--- src/rtl/image_mem_arbiter.sv ---
// Arbiter for the single-port sprite image memory: shares it between the display read port
// and the host write port, and runs a full-memory clear sweep on command.
module image_mem_arbiter #(
    parameter int unsigned         ADDR_W    = 4,
    parameter int unsigned         DATA_W    = 8,
    parameter int unsigned         MAX_WAIT  = 4,
    parameter logic [DATA_W-1:0]   CLEAR_VAL = '0
) (
    input  logic              clk,
    input  logic              rst_n,
    input  logic              rd_req,
    input  logic [ADDR_W-1:0] rd_addr,
    output logic              rd_gnt,
    output logic              rd_valid,
    output logic [DATA_W-1:0] rd_data,
    input  logic              wr_valid,
    input  logic [ADDR_W-1:0] wr_addr,
    input  logic [DATA_W-1:0] wr_data,
    output logic              wr_ready,
    input  logic              clr_start,
    output logic              clr_busy,
    output logic              clr_done,
    output logic [ADDR_W-1:0] mem_a,
    output logic [DATA_W-1:0] mem_din,
    output logic              mem_we,
    input  logic [DATA_W-1:0] mem_dout
);

    localparam int unsigned       WAIT_W   = $clog2(MAX_WAIT + 1);
    localparam logic [WAIT_W-1:0] WAIT_MAX = WAIT_W'(MAX_WAIT);
    localparam logic [ADDR_W-1:0] CLR_LAST = '1;

    typedef enum logic [0:0] {StIdle, StClear} state_e;

    state_e            state_q, state_d;
    logic [WAIT_W-1:0] wait_q, wait_d;
    logic [ADDR_W-1:0] clr_cnt_q, clr_cnt_d;
    logic              rd_valid_q;
    logic              clr_done_q, clr_done_d;

    logic              rd_gnt_c, wr_ready_c, we_c;
    logic [ADDR_W-1:0] a_c;
    logic [DATA_W-1:0] din_c;

    always_comb begin
        state_d    = state_q;
        wait_d     = wait_q;
        clr_cnt_d  = clr_cnt_q;
        clr_done_d = 1'b0;
        rd_gnt_c   = 1'b0;
        wr_ready_c = 1'b0;
        we_c       = 1'b0;
        a_c        = '0;
        din_c      = '0;
        unique case (state_q)
            StIdle: begin
                // Reads win ties until the pending write has been denied MAX_WAIT times.
                if (rd_req && !(wr_valid && (wait_q == WAIT_MAX))) begin
                    rd_gnt_c = 1'b1;
                    a_c      = rd_addr;
                end else if (wr_valid) begin
                    wr_ready_c = 1'b1;
                    we_c       = 1'b1;
                    a_c        = wr_addr;
                    din_c      = wr_data;
                end
                if (!wr_valid || wr_ready_c) begin
                    wait_d = '0;
                end else if (wait_q != WAIT_MAX) begin
                    wait_d = wait_q + 1'b1;
                end
                if (clr_start) begin
                    state_d = StClear;
                end
            end
            StClear: begin
                we_c      = 1'b1;
                a_c       = clr_cnt_q;
                din_c     = CLEAR_VAL;
                clr_cnt_d = clr_cnt_q + 1'b1;
                if (clr_cnt_q == CLR_LAST) begin
                    state_d    = StIdle;
                    clr_done_d = 1'b1;
                end
            end
            default: state_d = StIdle;
        endcase
    end

    always_ff @(posedge clk or negedge rst_n) begin
        if (!rst_n) begin
            state_q    <= StIdle;
            wait_q     <= '0;
            clr_cnt_q  <= '0;
            rd_valid_q <= 1'b0;
            clr_done_q <= 1'b0;
        end else begin
            state_q    <= state_d;
            wait_q     <= wait_d;
            clr_cnt_q  <= clr_cnt_d;
            rd_valid_q <= rd_gnt_c;
            clr_done_q <= clr_done_d;
        end
    end

    // Combinational outputs are forced low while reset is asserted.
    assign rd_gnt   = rd_gnt_c & rst_n;
    assign wr_ready = wr_ready_c & rst_n;
    assign mem_we   = we_c & rst_n;
    assign mem_a    = rst_n ? a_c : '0;
    assign mem_din  = rst_n ? din_c : '0;
    assign rd_valid = rd_valid_q;
    assign rd_data  = mem_dout;
    assign clr_busy = (state_q == StClear);
    assign clr_done = clr_done_q;

endmodule
--- config.mk ---
export PLATFORM = sky130hd
export DESIGN_NAME = image_mem_arbiter
export DESIGN_NICKNAME = d
export VERILOG_FILES = /design/src/rtl/image_mem_arbiter.sv
export SDC_FILE = /design/constraint.sdc
export NUM_CORES = 1
export LEC_CHECK = 0
export CORE_UTILIZATION = 33
export CTS_CLUSTER_SIZE = 10
export DETAILED_ROUTE_END_ITERATION = 12
export PLACE_DENSITY_LB_ADDON = 0.3
export SLEW_MARGIN = 20
export SYNTH_ARGS = -nofsm -noshare
export SYNTH_HDL_FRONTEND = slang
export SYNTH_SLANG_ARGS = --single-unit
--- constraint.sdc ---
create_clock -name clk -period 1.9 [get_ports clk]
set_clock_uncertainty 0.2 [all_clocks]
set_input_delay 0.285 -clock clk [delete_from_list [all_inputs] [get_ports clk]]
set_output_delay 0.285 -clock clk [all_outputs]
set_load 0.05 [all_outputs]
==> run_results.csv, run 1 <==
group,metric,value,unit
outcome,outcome,"complete, but fails checks",
outcome,violations,"setup timing",
final_layout,final_cells,151,
drt,first_pass_iters,4,
sta,setup_viol_count_final,14,
logic_synthesis,synth-edff-count,0,
floorplan,die_area,2454,um^2
place,dp.cells,142,
logic_synthesis,synth_top_family_by_area,"simple AND/OR/NAND/NOR gates",
drt,wl_met3,174,um
logic_synthesis,yosysSeqAreaShare,33.56,%
sta,relSlewSlack,78.65,%
final_layout,drive_above_1_share,49.19,%
final_layout,final_nets,157,
sta,drv_slew,0,
worst_setup_path,critPathKind,"reg2out",
sta,whs,161.2,ps
sta,rsz0062_at_grt,"yes",
worst_setup_path,cp_num_buf_inv,2,
sta,clock.fmax,471.5,MHz
worst_setup_path,cp_data_required_time,1410,ps
worst_setup_path,end_kind,"output port",
power,switching_power,0.0007786,W
power,powerDensity,1242,nW/um^2
drt,ant_nets,0,
worst_setup_path,cp_max_fo,5,
final_layout,syn_to_final_growth,93.46,%
worst_setup_path,cp-start-kind,"flop",
worst_setup_path,cp.arrival,1640,ps
global_route,grt_max_degree,16,
job,drv_cap,0,
sta,hold_viol,0,
final_layout,fin_util,70.65,%
final_layout,final_common_cell,"clkdlybuf4s50_1",
clocking,clock_latency,270,ps
drt,post_drt_wl_per_cell,14.38,um
place,pre_cts_ws,-294.5,ps
floorplan,initial_utilization,36.52,%
sta,min_period,2121,ps
drt,first_iter_violations,5,
drt,drt_wl_total,2172,um
global_route,antenna_found_initial,0,
logic_synthesis,synthXorXnorAreaFrac,3.523,%
worst_setup_path,crit_family,"simple AND/OR/NAND/NOR gates",
place,dp_hpwl,1538,um
drt,top_layer,"met4",
global_route,grt-ovfl-total,0,
sta,finalSetupTns,-2538,ps
drt,drt-met1-wl,925,um
final_layout,diodes,0,
worst_setup_path,path_cells,"inv_2 > ha_4 > a21boi_4 > and3b_2 > and2_4 > buf_12",
drt,vias,750,
power,sequentialPowerShare,22.2,%
floorplan,io_pins,55,
floorplan,core_region_area,2042,um^2
logic_synthesis,synth-seq-cells,10,
clocking,clk_pin_slew,80,ps
sta,period_share,111.6,%
logic_synthesis,synth-simple-area-share,27.85,%
clocking,cts_made_buffers,3,
drt,via_per_inst,4.967,
logic_synthesis,async_flop_share,100.0,%
worst_hold_path,worst_hold_path_type,"in2async",
power,peakVddDrop,0.9804,mV
logic_synthesis,syn_nets,111,
drt,drcViolationCount,0,
worst_setup_path,crit_slowest_cell,"dfrtp_1",
logic_synthesis,syn-cell-area,745.7,um^2
floorplan,die_h,49.54,um
worst_setup_path,max_stage_delay,360,ps
clocking,cts_hold_buf,0,
logic_synthesis,avgSynthCellArea,9.439,um^2
final_layout,most-common-layout-cells,"clkdlybuf4s50_1, buf_12, buf_4",
power,power.share.combinational,66.8,%
clocking,cts-root-buf,"clkbuf_4",
clocking,cts_tree,"built",
sta,worstMarginPinSlew,319.7,ps
floorplan,die_x,49.54,um
clocking,clockBufferDepth,2,
power,internal_power,0.001013,W
logic_synthesis,synth.area.mux_share,1.510,%
clocking,htreeDepth,1,
power,power.leakage,0.6385,nW
place,gp_congestion,0.7723,
floorplan,row_count,16,
global_route,grt_pass1_wl,3339,um
power,power.share.switching,43.46,%
logic_synthesis,synth_cells,79,
logic_synthesis,ys.flop_type,"dfrtp_1",
power,clkPwrFrac,11.0,%
clocking,clock_sink_count,10,
sta,worst_slack,-221.0,ps
logic_synthesis,ys_types,30,
logic_synthesis,synthAdderAreaFrac,5.034,%
worst_setup_path,rrSetupSlack,310,ps
global_route,grt_pass1_vias,740,
place,portBuffers,38,
logic_synthesis,synth_compound_area_share,14.77,%
global_route,track_usage,17.78,%
drt,wl_met2,1055,um
logic_synthesis,ys.warnings.count,0,
-- final timing paths --
kind                                     startpoint                        to  cells past startpoint
max                           wait_q[1]$_DFFE_PN0P_                mem_din[0]                      6
max reg2reg                   wait_q[1]$_DFFE_PN0P_     wait_q[2]$_DFFE_PN0P_                      7
min reg2reg                clr_cnt_q[3]$_DFFE_PN0P_  clr_cnt_q[3]$_DFFE_PN0P_                      1
max in group asynchronous                     rst_n        clr_busy$_DFF_PN0_                      2
min in group clk           clr_cnt_q[3]$_DFFE_PN0P_  clr_cnt_q[3]$_DFFE_PN0P_                      1
min                                           rst_n  clr_cnt_q[0]$_DFFE_PN0P_                      2
-- cell usage after synthesis (2+ instances only) --
master,n,area (um^2)
nand2_1,5,18.77
buf_4,8,60.06
ha_1,3,37.54
xnor2_1,2,17.52
buf_6,2,22.52
a31oi_1,3,18.77
nand4_1,2,12.51
nand3_1,3,15.01
inv_1,4,15.01
o21ai_0,4,20.02
and3_2,2,15.01
and2_4,8,70.07
nand3b_1,3,22.52
a21oi_1,3,15.01
nor2_1,3,11.26
dfrtp_1,10,250.2
-- layer usage --
layer,track usage (%),up-vias
li1,-,358
met1,20.15,347
met2,31.31,39
met3,6.481,6
met4,4.286,0
met5,0,-
-- flip-flops by register name (all words and copies together), names as in the netlist --
| signal | flops |
|---|---|
| clr_cnt_q | 4 |
| wait_q | 3 |
| clr_busy | 1 |
| clr_done | 1 |
| rd_valid | 1 |
-- stage by stage --
step	instance area, um^2	total power [W]
2_1_floorplan	768.2	0.001026
3_3_place_gp	1318	0.001416
3_5_place_dp	1318	0.001436
4_1_cts	1405	0.001735
5_1_grt	1443	0.001888
6_report	1443	0.001792
-- what timing repair did --
action | 4_1_cts | 5_1_grt
setup buffers | 3 | 1
resized for setup | 8 | 6
setup endpoints to repair | 15 | 15
pin swaps | 5 | 6
gates cloned | 0 | 1
-- cells by family (layout without fill, tap and decap cells) --
logic type	after synthesis	count (layout)
adder cells (fa/ha/maj)	3	3
AO/OA/AOI/OAI	16	16
XOR/XNOR	3	3
flip-flops	10	10
buffers and inverters	15	59
multiplexers	1	1
AND/OR/NAND/NOR	31	32
-- power groups by stage --
stage	registers, W	logic [W]	clock network [W]
4_1_cts	0.000390	0.00115	0.000200
2_1_floorplan	0.000452	0.000574	0
3_5_place_dp	0.000390	0.00105	0
5_1_grt	0.000407	0.00127	0.000211
3_3_place_gp	0.000386	0.00103	0
6_report	0.000398	0.00120	0.000197
-- area by class of cell --
class / count / area [um^2]
fillers: 169 / 599.3
flip-flops and latches: 10 / 251.5
inverters: 4 / 15.01
multi-input cells: 55 / 462.9
repair buffers: 51 / 643.1
clock buffers: 4 / 36.28
well taps: 27 / 33.78
Power figures use the tool's default switching activity.
==> inputs of run 2 (changes only) <==
--- a/config.mk
+++ b/config.mk
@@ -5,9 +5,10 @@
 export SDC_FILE = /design/constraint.sdc
 export NUM_CORES = 1
 export LEC_CHECK = 0
-export CORE_UTILIZATION = 33
+export CORE_UTILIZATION = 40
 export CTS_CLUSTER_SIZE = 10
 export DETAILED_ROUTE_END_ITERATION = 12
+export DONT_BUFFER_PORTS = 1
 export PLACE_DENSITY_LB_ADDON = 0.3
 export SLEW_MARGIN = 20
 export SYNTH_ARGS = -nofsm -noshare
==> run 2 against run 1 <==
  * The run still ends with setup timing left
  * Sequential share of layout area rose by 8.9 points
  * Non-clock buffer count down 34
  * Via count is 17% lower
  * Register-to-register slack got worse by 20 ps
  * Critical path depth is the same
  * Cell count down 24%
  * Clock-buffer cell count did not move
  * Global-route usage is essentially flat
  * Total power fell by 15%
  * Combinational power decreased by 22%
  * Critical endpoint is now mem_a[1]
  * Highest routed layer unchanged
==> run_results.csv, run 2 (synthesis gave the netlist of run 1 again) <==
group,metric,value,unit
outcome,outcome,"complete, but fails checks",
outcome,violations,"setup timing",
sta,whs,35.68,ps
global_route,track_usage,17.75,%
worst_setup_path,critPathKind,"reg2out",
floorplan,core_region_area,1745,um^2
sta,rsz0062_at_grt,"yes",
sta,relSlewSlack,69.44,%
place,portBuffers,0,
drt,first_iter_violations,7,
floorplan,die_h,45.18,um
worst_setup_path,path_cells,"inv_2 > ha_4 > a21boi_4 > nand3b_1 > a21oi_2 > buf_12",
worst_setup_path,crit_slowest_cell,"dfrtp_1",
drt,post_drt_wl_per_cell,14.70,um
worst_setup_path,cp-start-kind,"flop",
floorplan,die_x,45.18,um
place,dp_hpwl,1216,um
global_route,grt_max_degree,12,
floorplan,initial_utilization,42.72,%
power,power.leakage,0.4204,nW
final_layout,most-common-layout-cells,"dfrtp_1, buf_4, and2_4",
power,peakVddDrop,0.7871,mV
clocking,cts-root-buf,"clkbuf_4",
drt,ant_nets,0,
power,powerDensity,1586,nW/um^2
clocking,clk_pin_slew,60,ps
clocking,cts_tree,"built",
sta,hold_viol,0,
job,drv_cap,0,
final_layout,diodes,0,
clocking,cts_made_buffers,3,
sta,worst_slack,-110.9,ps
sta,period_share,105.8,%
place,gp_congestion,0.8463,
sta,min_period,2011,ps
final_layout,seqCellArea,251.5,um^2
worst_setup_path,cp_max_fo,6,
worst_setup_path,cp.arrival,1530,ps
global_route,grt_pass1_wl,2518,um
final_layout,largest_reg_flops,4,
final_layout,fill_cells,166,
final_layout,multi_input_area,450.4,um^2
worst_hold_path,worst_hold_path_type,"in2reg",
global_route,grt_pass1_vias,571,
global_route,antenna_found_initial,0,
worst_setup_path,max_stage_delay,390,ps
clocking,clock_sink_count,10,
clocking,clockBufferDepth,2,
sta,worstMarginPinSlew,456.9,ps
clocking,htreeDepth,1,
worst_setup_path,end_kind,"output port",
drt,via_per_inst,5.409,
sta,clock.fmax,497.3,MHz
global_route,grt-ovfl-total,0,
drt,vias,622,
final_layout,syn_to_final_growth,28.02,%
drt,first_pass_iters,4,
floorplan,row_count,15,
worst_setup_path,cp_data_required_time,1410,ps
place,pre_cts_ws,-16.40,ps
sta,finalSetupTns,-1080,ps
final_layout,regMostFlops,"clr_cnt_q",
sta,drv_slew,0,
floorplan,io_pins,55,
sta,setup_viol_count_final,14,
final_layout,final_nets,123,
drt,drcViolationCount,0,
clocking,clock_latency,260,ps
final_layout,reg_top3,"clr_cnt_q (4), wait_q (3)",
floorplan,die_area,2041,um^2
drt,drt_wl_total,1690,um
final_layout,drive_above_1_share,47.78,%
run 2: changes by cell type in the layout (fill, tap and decap cells not counted), sizes merged:
cell	change
clkdlybuf4s50	-19
buf	-17
dlygate4sd3	+3
dlymetal6s2s	-1
run 2: stage by stage:
step | area (um^2) | util (%) | total power, W | instances
finish | 954.7 | 54.70 | 0.001514 | 115
global route | 954.7 | 54.70 | 0.001617 | 115
CTS | 935.9 | 53.62 | 0.001494 | 113
detailed placement | 824.5 | 47.24 | 0.001240 | 103
global placement | 824.5 | 47.24 | 0.001225 | 103
floorplan | 768.2 | - | 0.001026 | 79
run 2: cell type report:
type	instances	share of cell area [%]
Multi-Input combinational cell	55	47.18
Sequential cell	10	26.34
Timing Repair Buffer	17	18.87
Tap cell	25	3.277
Clock buffer	4	2.752
Inverter	4	1.573
run 2: metal layers:
layer	vias to the layer above	part of all wire, %	global-route usage (%)
met5	-	0	0
met4	0	1.2	6.667
met3	4	8.7	8.800
met2	31	49	27.83
met1	294	41	20.74
li1	293	-	-
run 2: where the power goes:
| part | internal [W] | switching (W) |
|---|---|---|
| registers | 0.000306 | 0.000124 |
| logic | 0.000428 | 0.000503 |
| clock network | 0.0000810 | 0.0000712 |
| total | 0.000816 | 0.000698 |
run 2: path summary, 6_finish.rpt:
kind | cells past startpoint | from | slack, ps | end
max | 6 | wait_q[1]$_DFFE_PN0P_ | -110 | mem_a[1]
min | 2 | rd_req | 40 | wait_q[2]$_DFFE_PN0P_
max reg2reg | 6 | wait_q[0]$_DFFE_PN0P_ | 290 | wait_q[2]$_DFFE_PN0P_
min reg2reg | 1 | clr_cnt_q[0]$_DFFE_PN0P_ | 320 | clr_cnt_q[0]$_DFFE_PN0P_
max in group asynchronous | 1 | rst_n | 960 | clr_busy$_DFF_PN0_
min in group asynchronous | 1 | rst_n | 200 | clr_done$_DFF_PN0_
run 2: what timing repair did:
| item | 4_1_cts | 5_1_grt |
|---|---|---|
| resized for setup | 10 | 1 |
| endpoints found under the setup margin | 15 | 15 |
| setup buffers | 2 | 2 |
| hold buffers | 3 | 0 |
| hold endpoints to repair | 12 | 0 |
| cloned | 1 | 0 |
| pin swaps | 14 | 1 |
run 2: critical path: cells and delay by family (launching register included):
kind                     cells  cell delay, ps
flip-flops                   1             390
AO/OA/AOI/OAI                2             280
buffers and inverters        2             240
AND/OR/NAND/NOR              1             190
adder cells (fa/ha/maj)      1             160
